$ cat config.mk
export PLATFORM = sky130hd
export DESIGN_NAME = dma_bus_writer_flat
export DESIGN_NICKNAME = d
export VERILOG_FILES = /design/src/rtl/dma_pkg.sv /design/src/rtl/dma_bus_writer_if.sv /design/src/rtl/dma_burst_counter.sv /design/src/rtl/dma_bus_writer.sv /design/src/flat_wrapper.sv
export SDC_FILE = /design/constraint.sdc
export NUM_CORES = 1
export LEC_CHECK = 0
export BUFFER_PORTS_ARGS = -buffer_cell sky130_fd_sc_hd__buf_2
export CAP_MARGIN = 5
export CORE_MARGIN = 2
export CORE_UTILIZATION = 34
export DETAILED_ROUTE_END_ITERATION = 7
export PLACE_DENSITY = 0.57
export SYNTH_ARGS = -nofsm -noshare
export SYNTH_HDL_FRONTEND = slang
export SYNTH_SLANG_ARGS = --single-unit
$ cat constraint.sdc
create_clock -name clock -period 3.8 [get_ports clock]
set_input_delay 0.76 -clock clock [delete_from_list [all_inputs] [get_ports clock]]
set_output_delay 0.76 -clock clock [all_outputs]
set_load 0.05 [all_outputs]
$ cat src/rtl/dma_pkg.sv
// Definitions shared by the CI DMA read and write engines: FSM state
// encoding and bus word constants.
package dma_pkg;

  typedef enum logic [2:0] {
    ST_IDLE    = 3'd0,
    ST_REQUEST = 3'd1,
    ST_BEGIN   = 3'd2,
    ST_DATA    = 3'd3,
    ST_END     = 3'd4,
    ST_ERROR   = 3'd5
  } dma_state_t;

  localparam int         BUS_WORD_BYTES = 4;
  localparam logic [3:0] BYTE_EN_ALL    = 4'hF;

endpackage

$ cat src/rtl/dma_bus_writer_if.sv
// Shared-bus signal bundle between a bus master (DMA engine) and the
// bus/arbiter side.
interface dma_bus_writer_if;

  // Handshake: request is held until granted is seen; the master then
  // drives one begin cycle, then beats. A beat transfers in any cycle
  // where data_valid_out && !busy_in; while busy_in is high the master
  // holds the beat and its data. error_in aborts the burst.
  logic        request;
  logic        granted;
  logic [31:0] address_data_out;
  logic [3:0]  byte_enables_out;
  logic [7:0]  burst_size_out;
  logic        read_n_write_out;
  logic        begin_transaction_out;
  logic        end_transaction_out;
  logic        data_valid_out;
  logic        busy_in;
  logic        error_in;

  modport master (
    output request, address_data_out, byte_enables_out, burst_size_out,
           read_n_write_out, begin_transaction_out, end_transaction_out,
           data_valid_out,
    input  granted, busy_in, error_in
  );

  modport slave (
    input  request, address_data_out, byte_enables_out, burst_size_out,
           read_n_write_out, begin_transaction_out, end_transaction_out,
           data_valid_out,
    output granted, busy_in, error_in
  );

endinterface

$ cat src/rtl/dma_burst_counter.sv
// Sizes the next burst (min of burst_size+1 and remaining words) and
// counts accepted beats within the current burst.
module dma_burst_counter #(
  parameter int BLK_W = 10
) (
  input  logic             clock,
  input  logic             reset,
  input  logic             load,
  input  logic             beat_accept,
  input  logic [BLK_W-1:0] remaining,
  input  logic [7:0]       burst_size,
  output logic [7:0]       burst_m1,
  output logic             last_beat
);

  localparam int CW = (BLK_W > 9) ? BLK_W : 9;

  logic [CW-1:0] want;
  logic [CW-1:0] have;
  logic [CW-1:0] beats;
  logic [7:0]    len_m1;
  logic [7:0]    beat_cnt;

  // beats never exceeds 256, so beats-1 always fits in 8 bits
  assign want     = CW'(burst_size) + CW'(1);
  assign have     = CW'(remaining);
  assign beats    = (want < have) ? want : have;
  assign burst_m1 = 8'(beats - CW'(1));

  assign last_beat = (beat_cnt == len_m1);

  always_ff @(posedge clock or negedge reset) begin
    if (!reset) begin
      len_m1   <= '0;
      beat_cnt <= '0;
    end else if (load) begin
      len_m1   <= burst_m1;
      beat_cnt <= '0;
    end else if (beat_accept) begin
      beat_cnt <= beat_cnt + 8'd1;
    end
  end

endmodule

$ cat src/rtl/dma_bus_writer.sv
// Write-direction DMA: streams SSRAM words onto the shared bus as bursts.
// Optional DMA_WRITER_STALL_COUNT_EN adds a saturating stall_count output.
module dma_bus_writer
  import dma_pkg::*;
#(
  parameter int MEM_AW = 9,
  parameter int BLK_W  = 10
) (
  input  logic              clock,
  input  logic              reset,
  input  logic              start,
  input  logic [31:0]       bus_start_address,
  input  logic [MEM_AW-1:0] memory_start_address,
  input  logic [BLK_W-1:0]  block_size,
  input  logic [7:0]        burst_size,
  output logic [MEM_AW-1:0] mem_address,
  input  logic [31:0]       mem_data,
  output logic              busy,
  output logic              error,
  output logic              done,
  dma_bus_writer_if.master  bus,
  output dma_state_t        dbg_state
`ifdef DMA_WRITER_STALL_COUNT_EN
  ,
  output logic [15:0]       stall_count
`endif
);

  dma_state_t        state;
  logic [31:0]       bus_addr;
  logic [MEM_AW-1:0] mem_addr;
  logic [BLK_W-1:0]  remaining;
  logic [7:0]        cfg_burst;

  logic        request_q;
  logic        begin_q;
  logic        end_q;
  logic        valid_q;
  logic [31:0] addr_q;
  logic [3:0]  be_q;
  logic [7:0]  bsz_q;
  logic        busy_q;
  logic        error_q;
  logic        done_q;

  logic       beat_accept;
  logic       load_burst;
  logic [7:0] burst_m1;
  logic       last_beat;

  // An erroring beat is discarded, so it never advances the addresses
  assign beat_accept = valid_q & ~bus.busy_in & ~bus.error_in;
  assign load_burst  = (state == ST_REQUEST) & bus.granted;

  // Read one word ahead on acceptance so mem_data tracks the current beat
  assign mem_address = mem_addr + MEM_AW'(beat_accept);

  assign bus.request               = request_q;
  assign bus.address_data_out      = valid_q ? mem_data : addr_q;
  assign bus.byte_enables_out      = be_q;
  assign bus.burst_size_out        = bsz_q;
  assign bus.read_n_write_out      = 1'b0;
  assign bus.begin_transaction_out = begin_q;
  assign bus.end_transaction_out   = end_q;
  assign bus.data_valid_out        = valid_q;

  assign busy      = busy_q;
  assign error     = error_q;
  assign done      = done_q;
  assign dbg_state = state;

  dma_burst_counter #(
    .BLK_W(BLK_W)
  ) u_burst_counter (
    .clock       (clock),
    .reset       (reset),
    .load        (load_burst),
    .beat_accept (beat_accept),
    .remaining   (remaining),
    .burst_size  (cfg_burst),
    .burst_m1    (burst_m1),
    .last_beat   (last_beat)
  );

  always_ff @(posedge clock or negedge reset) begin
    if (!reset) begin
      state     <= ST_IDLE;
      bus_addr  <= '0;
      mem_addr  <= '0;
      remaining <= '0;
      cfg_burst <= '0;
      request_q <= 1'b0;
      begin_q   <= 1'b0;
      end_q     <= 1'b0;
      valid_q   <= 1'b0;
      addr_q    <= '0;
      be_q      <= '0;
      bsz_q     <= '0;
      busy_q    <= 1'b0;
      error_q   <= 1'b0;
      done_q    <= 1'b0;
    end else begin
      begin_q <= 1'b0;
      end_q   <= 1'b0;
      done_q  <= 1'b0;
      case (state)
        ST_IDLE: begin
          if (start) begin
            bus_addr  <= {bus_start_address[31:2], 2'b00};
            mem_addr  <= memory_start_address;
            remaining <= block_size;
            cfg_burst <= burst_size;
            error_q   <= 1'b0;
            if (block_size == '0) begin
              done_q <= 1'b1;
            end else begin
              request_q <= 1'b1;
              busy_q    <= 1'b1;
              state     <= ST_REQUEST;
            end
          end
        end
        ST_REQUEST: begin
          if (bus.granted) begin
            request_q <= 1'b0;
            begin_q   <= 1'b1;
            addr_q    <= bus_addr;
            be_q      <= BYTE_EN_ALL;
            bsz_q     <= burst_m1;
            state     <= ST_BEGIN;
          end
        end
        ST_BEGIN: begin
          addr_q <= '0;
          be_q   <= '0;
          bsz_q  <= '0;
          if (bus.error_in) begin
            end_q   <= 1'b1;
            error_q <= 1'b1;
            done_q  <= 1'b1;
            state   <= ST_ERROR;
          end else begin
            valid_q <= 1'b1;
            state   <= ST_DATA;
          end
        end
        ST_DATA: begin
          if (bus.error_in) begin
            valid_q <= 1'b0;
            end_q   <= 1'b1;
            error_q <= 1'b1;
            done_q  <= 1'b1;
            state   <= ST_ERROR;
          end else if (!bus.busy_in) begin
            bus_addr  <= bus_addr + 32'(BUS_WORD_BYTES);
            mem_addr  <= mem_addr + MEM_AW'(1);
            remaining <= remaining - BLK_W'(1);
            if (last_beat) begin
              valid_q <= 1'b0;
              end_q   <= 1'b1;
              done_q  <= (remaining == BLK_W'(1));
              state   <= ST_END;
            end
          end
        end
        ST_END: begin
          if (remaining != '0) begin
            request_q <= 1'b1;
            state     <= ST_REQUEST;
          end else begin
            busy_q <= 1'b0;
            state  <= ST_IDLE;
          end
        end
        ST_ERROR: begin
          busy_q <= 1'b0;
          state  <= ST_IDLE;
        end
        default: begin
          state <= ST_IDLE;
        end
      endcase
    end
  end

`ifdef DMA_WRITER_STALL_COUNT_EN
  logic [15:0] stall_q;

  assign stall_count = stall_q;

  always_ff @(posedge clock or negedge reset) begin
    if (!reset) begin
      stall_q <= '0;
    end else if ((state == ST_IDLE) && start) begin
      stall_q <= '0;
    end else if (valid_q && bus.busy_in && (stall_q != 16'hFFFF)) begin
      stall_q <= stall_q + 16'd1;
    end
  end
`endif

endmodule

$ cat src/flat_wrapper.sv
// flat-port wrapper written by rule: the top's interface ports become plain ports
module dma_bus_writer_flat import dma_pkg::*;
#(
  parameter int MEM_AW = 9,
  parameter int BLK_W  = 10
)
  (clock, reset, start, bus_start_address, memory_start_address, block_size, burst_size, mem_address, mem_data, busy, error, done, dbg_state, bus_request, bus_address_data_out, bus_byte_enables_out, bus_burst_size_out, bus_read_n_write_out, bus_begin_transaction_out, bus_end_transaction_out, bus_data_valid_out, bus_granted, bus_busy_in, bus_error_in);
  dma_bus_writer_if bus_i ();
  input  logic clock;
  input  logic reset;
  input  logic start;
  input  logic [31:0] bus_start_address;
  input  logic [MEM_AW-1:0] memory_start_address;
  input  logic [BLK_W-1:0] block_size;
  input  logic [7:0] burst_size;
  output logic [MEM_AW-1:0] mem_address;
  input  logic [31:0] mem_data;
  output logic busy;
  output logic error;
  output logic done;
  output dma_state_t dbg_state;
  output wire logic [$bits(bus_i.request)-1:0] bus_request;
  output wire logic [$bits(bus_i.address_data_out)-1:0] bus_address_data_out;
  output wire logic [$bits(bus_i.byte_enables_out)-1:0] bus_byte_enables_out;
  output wire logic [$bits(bus_i.burst_size_out)-1:0] bus_burst_size_out;
  output wire logic [$bits(bus_i.read_n_write_out)-1:0] bus_read_n_write_out;
  output wire logic [$bits(bus_i.begin_transaction_out)-1:0] bus_begin_transaction_out;
  output wire logic [$bits(bus_i.end_transaction_out)-1:0] bus_end_transaction_out;
  output wire logic [$bits(bus_i.data_valid_out)-1:0] bus_data_valid_out;
  input wire logic [$bits(bus_i.granted)-1:0] bus_granted;
  input wire logic [$bits(bus_i.busy_in)-1:0] bus_busy_in;
  input wire logic [$bits(bus_i.error_in)-1:0] bus_error_in;
  assign bus_request = bus_i.request;
  assign bus_address_data_out = bus_i.address_data_out;
  assign bus_byte_enables_out = bus_i.byte_enables_out;
  assign bus_burst_size_out = bus_i.burst_size_out;
  assign bus_read_n_write_out = bus_i.read_n_write_out;
  assign bus_begin_transaction_out = bus_i.begin_transaction_out;
  assign bus_end_transaction_out = bus_i.end_transaction_out;
  assign bus_data_valid_out = bus_i.data_valid_out;
  assign bus_i.granted = bus_granted;
  assign bus_i.busy_in = bus_busy_in;
  assign bus_i.error_in = bus_error_in;
  dma_bus_writer #(.MEM_AW(MEM_AW), .BLK_W(BLK_W)) u_core (.clock(clock), .reset(reset), .start(start), .bus_start_address(bus_start_address), .memory_start_address(memory_start_address), .block_size(block_size), .burst_size(burst_size), .mem_address(mem_address), .mem_data(mem_data), .busy(busy), .error(error), .done(done), .bus(bus_i), .dbg_state(dbg_state));
endmodule
# After elaboration in Yosys (flattened, before gate mapping)
# Cells that the tools add are included.
dict set report op_classes {
  n_addsub 7
  magnitude_cmp 1
  n_eq_ne 18
  mux 59
  bitwise 5
  reduce_logical 19
}
# operator count
set ops {}
lappend ops {{two-way mux 32 bit} 5}
lappend ops {{case mux 32 bit (2 select lines)} 2}
lappend ops {{adder 32 x 3 -> 32 bit (second input constant)} 1}
lappend ops {{two-way mux 8 bit} 4}
lappend ops {{two-way mux 10 bit} 3}
lappend ops {{two-way mux 9 bit} 3}
lappend ops {{two-way mux 1 bit} 23}
lappend ops {{two-way mux 3 bit} 7}
lappend ops {{case mux 10 bit (2 select lines)} 1}
lappend ops {{case mux 9 bit (2 select lines)} 1}
lappend ops {{case mux 8 bit (2 select lines)} 1}
lappend ops {{case mux 3 bit (5 select lines)} 1}
lappend ops {{!= test 2 bit (second input constant)} 7}
lappend ops {{AND reduction 4 bit} 3}
lappend ops {{== test 10 x 1 -> 1 bit (second input constant)} 1}
lappend ops {{logical NOT 10 bit} 1}
lappend ops {{less-than comparator 9 x 10 -> 1 bit} 1}
lappend ops {{AND reduction 5 bit} 2}
lappend ops {{nonzero test 10 bit} 1}
lappend ops {{nonzero test 2 bit} 5}
lappend ops {{subtractor 10 x 1 -> 10 bit (second input constant)} 1}
lappend ops {{adder 8 x 1 -> 9 bit (second input constant)} 1}
lappend ops {{adder 9 x 1 -> 9 bit} 1}
lappend ops {{adder 9 x 1 -> 9 bit (second input constant)} 1}
lappend ops {{other kinds (20)} 32}
dict set report word_totals {
  regBits 129
  output_inout_bits 64
}

# Logic depth before layout (Yosys ltp)
dict set report logic_depth {
  ltp_word 6
  depth_mapped 18
}

# Hierarchy
# Synthesis repeated with hierarchy kept, for this count alone.
dict set report unflattened {
  hier_cells 813
  hier_area_um2 7468.4
}
# module n_inst cells_each area_per_inst_um2 seq_area_each_um2
set by_module_without_submodules {}
lappend by_module_without_submodules {dma_bus_writer 1 636 5945.7 2677.6}
lappend by_module_without_submodules {dma_burst_counter 1 177 1522.7 400.4}

# Least setup slack after synthesis
# Ideal clock, no wire load.
dict set report synth_path {
  path_kind {register to register}
  startpoint {register u_core.cfg_burst[0]}
  endpoint {register u_core.bsz_q[4], in the netlist u_core.bus.burst_size_out[4]}
  arrival_ns 3.458
  required_time_ns 3.717
  path_slack_ns 0.260
  path_stages_with_launch 19
  synth_period_minus_slack_ns 3.540
  cell_sequence {dfrtp_1 > ha_1 > nand3_1 > nor2_1 > xnor2_1 > inv_1 > ha_1 > and4b_1 > o211a_1 > a211o_1 > buf_2 > mux2i_1 > ha_1 > inv_1 > or2_2 > nor2_1 > xnor2_1 > mux2_2 > o21ai_0}
}
dict set report synth_between {
  elab_chain_len 6
}
# element line_no
set synth_rtl {}
lappend synth_rtl {{start, declared} dma_bus_writer.sv:33} ;# logic [7:0] cfg_burst;
lappend synth_rtl {{start signal, assigned} dma_bus_writer.sv:112} ;# cfg_burst <= burst_size;
lappend synth_rtl {{adder 8 x 1 -> 9 bit (*)} dma_burst_counter.sv:25} ;# assign want = CW'(burst_size) + CW'(1);
lappend synth_rtl {{less-than comparator 9 x 10 -> 1 bit} dma_burst_counter.sv:27} ;# assign beats = (want < have) ? want : have;
lappend synth_rtl {{two-way mux 8 bit (*)} dma_burst_counter.sv:27}
lappend synth_rtl {{subtractor 8 x 1 -> 8 bit (*)} dma_burst_counter.sv:28} ;# assign burst_m1 = 8'(beats - CW'(1));
lappend synth_rtl {{two-way mux 8 bit (*)} dma_bus_writer.sv:124} ;# if (bus.granted) begin
lappend synth_rtl {{case mux 8 bit (2 select lines) (*)} dma_bus_writer.sv:106} ;# case (state)
lappend synth_rtl {{end signal, assigned} dma_bus_writer.sv:129} ;# bsz_q <= burst_m1;
lappend synth_rtl {{end, declared} dma_bus_writer.sv:41} ;# logic [7:0] bsz_q;
# Every way passes the cells marked *; elsewhere a longest branch is shown, timed or not. The select of a mux whose other input is x is not followed.
# A chain may end at the register's enable or synchronous reset.

# Worst setup path after layout
dict set report layout_path {
  startpoint {register u_core.cfg_burst[1]}
  endpoint {register u_core.bsz_q[4], in the netlist u_core.bus.burst_size_out[4]}
}
# Same word-level chain as after synthesis.

==> results.txt <==
DRT antenna net count: 0
WL/cell: 16.0 um
CTS clk-pin slew, worst paths: 60 ps
Final Max Tran Viols: 0
EDFF count, synth: 0
Final setup margin: 221 ps
Min Tclk post-route: 3580 ps
Ys flop type: dfrtp_1
Pint: 4.43 mW
Yosys cell types: 61
Total CTS buffers: 17
DR DRC count: 0
CP Class: register to register
Hold Path Class: input port to async pin
Synth warn: 0
# H-tree levels: 4
Worst VDD drop: 0.000413 V
Core Area: 20400 um2
Final setup vio count: 0
CP required: 4140 ps
Max Root-Sink Buffers: 2
Die area: 22100 um2
Die Ht: 149 um
Port bufs: 157
Vias: 6337
Sw power: 4.08 mW
Mapped Area: 7110 um2
PD cells: 972 nW/um2
Share of layout cells above drive strength 1: 0.289
Run status: completed
Sw Share: 0.480
Total global routing overflow: 0
Placer congestion estimate: 0.883
CTS tree: done
Period utilization: 0.942
Initial Utilization: 0.349
Setup TNS: 0 ps
Die W: 149 um
Seq/Total Area, Yosys: 0.433
# nets final: 1043
Synth Instances: 788
Filler cells: 2046
Global-route wire length before repair: 31.3 mm
Cell Rows: 52
Slew HR: 0.424
Total wire length: 19.4 mm
Slew @ Worst Pin: 864 ps
Initial antenna violation count: 0
Synth Net Count: 902
Pre-Repair DR Iteration Count: 5
Setup Skew: 15.3 ps
Pwr Total: 8.51 mW
Worst-path fanout max: 5
Combinational power share: 0.512
Avg Inst Size Synth: 9.02 um2
Area growth from synthesis to layout: 23.1%
Root Driver: clkbuf_16
Register share of total power: 0.299
Final HPWL DP: 13.5 mm
Via-to-Cell Ratio: 5.23
Ant. Diodes: 0
Vias in the first global route: 5986
IO Pins: 161
GRT Overall Usage: 0.179
Leak: 4.03 nW
Clock network power share: 0.188
Max cap viols: 0
Worst path arrival time: 3920 ps
Starting DRC count in detailed routing: 372
CTS Hold Bufs: 0
Place WS: 81.3 ps
Worst r2r path cells: 16
Clock tree sinks: 123
Synthesis-stage register bit count: 123
Critical Path Source Type: register
Maximum clock rate: 279 MHz
Largest net degree at the start of global routing: 90
CP Capture Type: register
Final hold violations: 0
Unrepaired setup endpoints after global routing: false
Ys async rst share: 1.00
Clock Latency Late Sink: 430 ps
[sequential cells by signal (all words and copies together), names as in the netlist]
name,cells
u_core.bus.begin_transaction_out,1
u_core.u_burst_counter.len_m1,8
u_core.bus.burst_size_out,8
u_core.busy,1
u_core.done,1
u_core.remaining,10
u_core.mem_addr,9
u_core.bus_addr,30
u_core.addr_q,31
u_core.dbg_state,3
u_core.cfg_burst,8
u_core.bus.end_transaction_out,1
u_core.bus.data_valid_out,1
u_core.bus.byte_enables_out,1
u_core.error,1
u_core.bus.request,1
u_core.u_burst_counter.beat_cnt,8
[synthesized netlist by cell type (all sizes together) (19+ instances only)]
cell type	number	area share
xor2	19	0.023
buf	23	0.018
nor2	60	0.032
nand3	45	0.032
a22o	27	0.033
a21oi	77	0.054
o22ai	19	0.017
nand2	90	0.048
clkbuf	33	0.017
mux2	38	0.060
o21ai	55	0.039
dfrtp	123	0.43
xnor2	20	0.025
[power by group through the flow]
stage | clock, mW | sequential, mW | combinational, mW
6_report | 1.60 | 2.55 | 4.36
5_1_grt | 1.70 | 2.65 | 4.77
4_1_cts | 1.64 | 2.54 | 4.33
3_3_place_gp | 0 | 2.55 | 4.27
2_1_floorplan | 0 | 2.60 | 3.19
3_5_place_dp | 0 | 2.56 | 4.32
[metal layers]
layer / wire (um) / part of all wire / up-vias / track usage
met5: 0 / 0 / - / 0
met4: 245 / 0.013 / 0 / 0.0538
met3: 1020 / 0.053 / 18 / 0.0374
met2: 8870 / 0.46 / 201 / 0.282
met1: 9260 / 0.48 / 2995 / 0.249
li1: - / - / 3123 / -
[layout make-up]
class                      instances  area (um2)  area share
multi-input combinational        591        3740       0.427
clock buffer                      20         467      0.0533
timing repair buffer             178         946       0.108
tap                              270         338      0.0386
clock inverter                    12         114      0.0130
sequential                       123        3080       0.352
inverter                          18        67.6     0.00772
[final timing paths]
check / start / endpoint / slack, ps
max reg2reg: u_core.cfg_burst[1] / u_core.bus.burst_size_out[4] / 220
max in group asynchronous: reset / u_core.u_burst_counter.len_m1[4] / 2530
min: reset / u_core.mem_addr[7] / 400
max: u_core.cfg_burst[1] / u_core.bus.burst_size_out[4] / 220
min in group clock: u_core.addr_q[1] / u_core.addr_q[1] / 480
min reg2reg: u_core.addr_q[1] / u_core.addr_q[1] / 480
[cells by family (layout without fill, tap and decap cells)]
group | Yosys count | after routing | share of synthesized area
AO/OA/AOI/OAI | 220 | 220 | 0.189
other | 1 | 1 | 0.000528
AND/OR/NAND/NOR | 271 | 271 | 0.187
adder cells (fa/ha/maj) | 17 | 17 | 0.0299
multiplexers | 43 | 43 | 0.0672
XOR/XNOR | 39 | 39 | 0.0481
buffers and inverters | 74 | 228 | 0.0449
flip-flops | 123 | 123 | 0.433
[layout by cell type, fill, tap and decap left out, types with 3 or more instances in the layout]
cell and n:
nand2_1 89, buf_4 22, o21ai_0 53, mux2_2 38, a31oi_1 7, xnor2_1 20, a21o_1 3, nor2b_1 3
buf_2 156, nand3_1 45, o21a_1 3, nor4_1 4, a22oi_1 6, clkbuf_16 17, a2bb2oi_1 8, nor3_1 14
inv_6 3, mux2i_1 4, clkinvlp_4 4, nor2_1 58, nand2b_1 6, o22ai_1 19, and3_1 10, a21oi_1 77
dfrtp_1 122, ha_1 15, inv_1 18, xor2_1 19, a22o_1 27, or3_1 4, o211ai_1 3, clkbuf_8 3
nand4_1 12
[worst max-delay path: stages (launching register included)]
cell	delay, ps
dfrtp_1	400
and3_2	250
nand3_1	130
nor2_1	150
xor2_1	220
ha_1	280
and4b_1	210
o211a_1	120
a211o_1	300
mux2i_2	230
ha_2	230
inv_1	60
or2_2	300
nor2_1	120
xnor2_1	80
mux2_2	280
o21ai_0	130
[through the flow]
step	std cells	area (um2)	util	hold slack, ps
after detailed placement	1178	8140	0.400	475
final	1212	8750	0.430	398
after CTS	1210	8720	0.428	435
after global routing	1212	8750	0.430	472
after floorplan	788	7110	-	455
after global placement	1178	8140	0.400	454
[timing repair]
item / in CTS / in global routing
buffers inserted: 0 / 2
endpoints found under the setup margin: 0 / 4
resized for setup: 0 / 6
(Power assumes the default switching activity.)
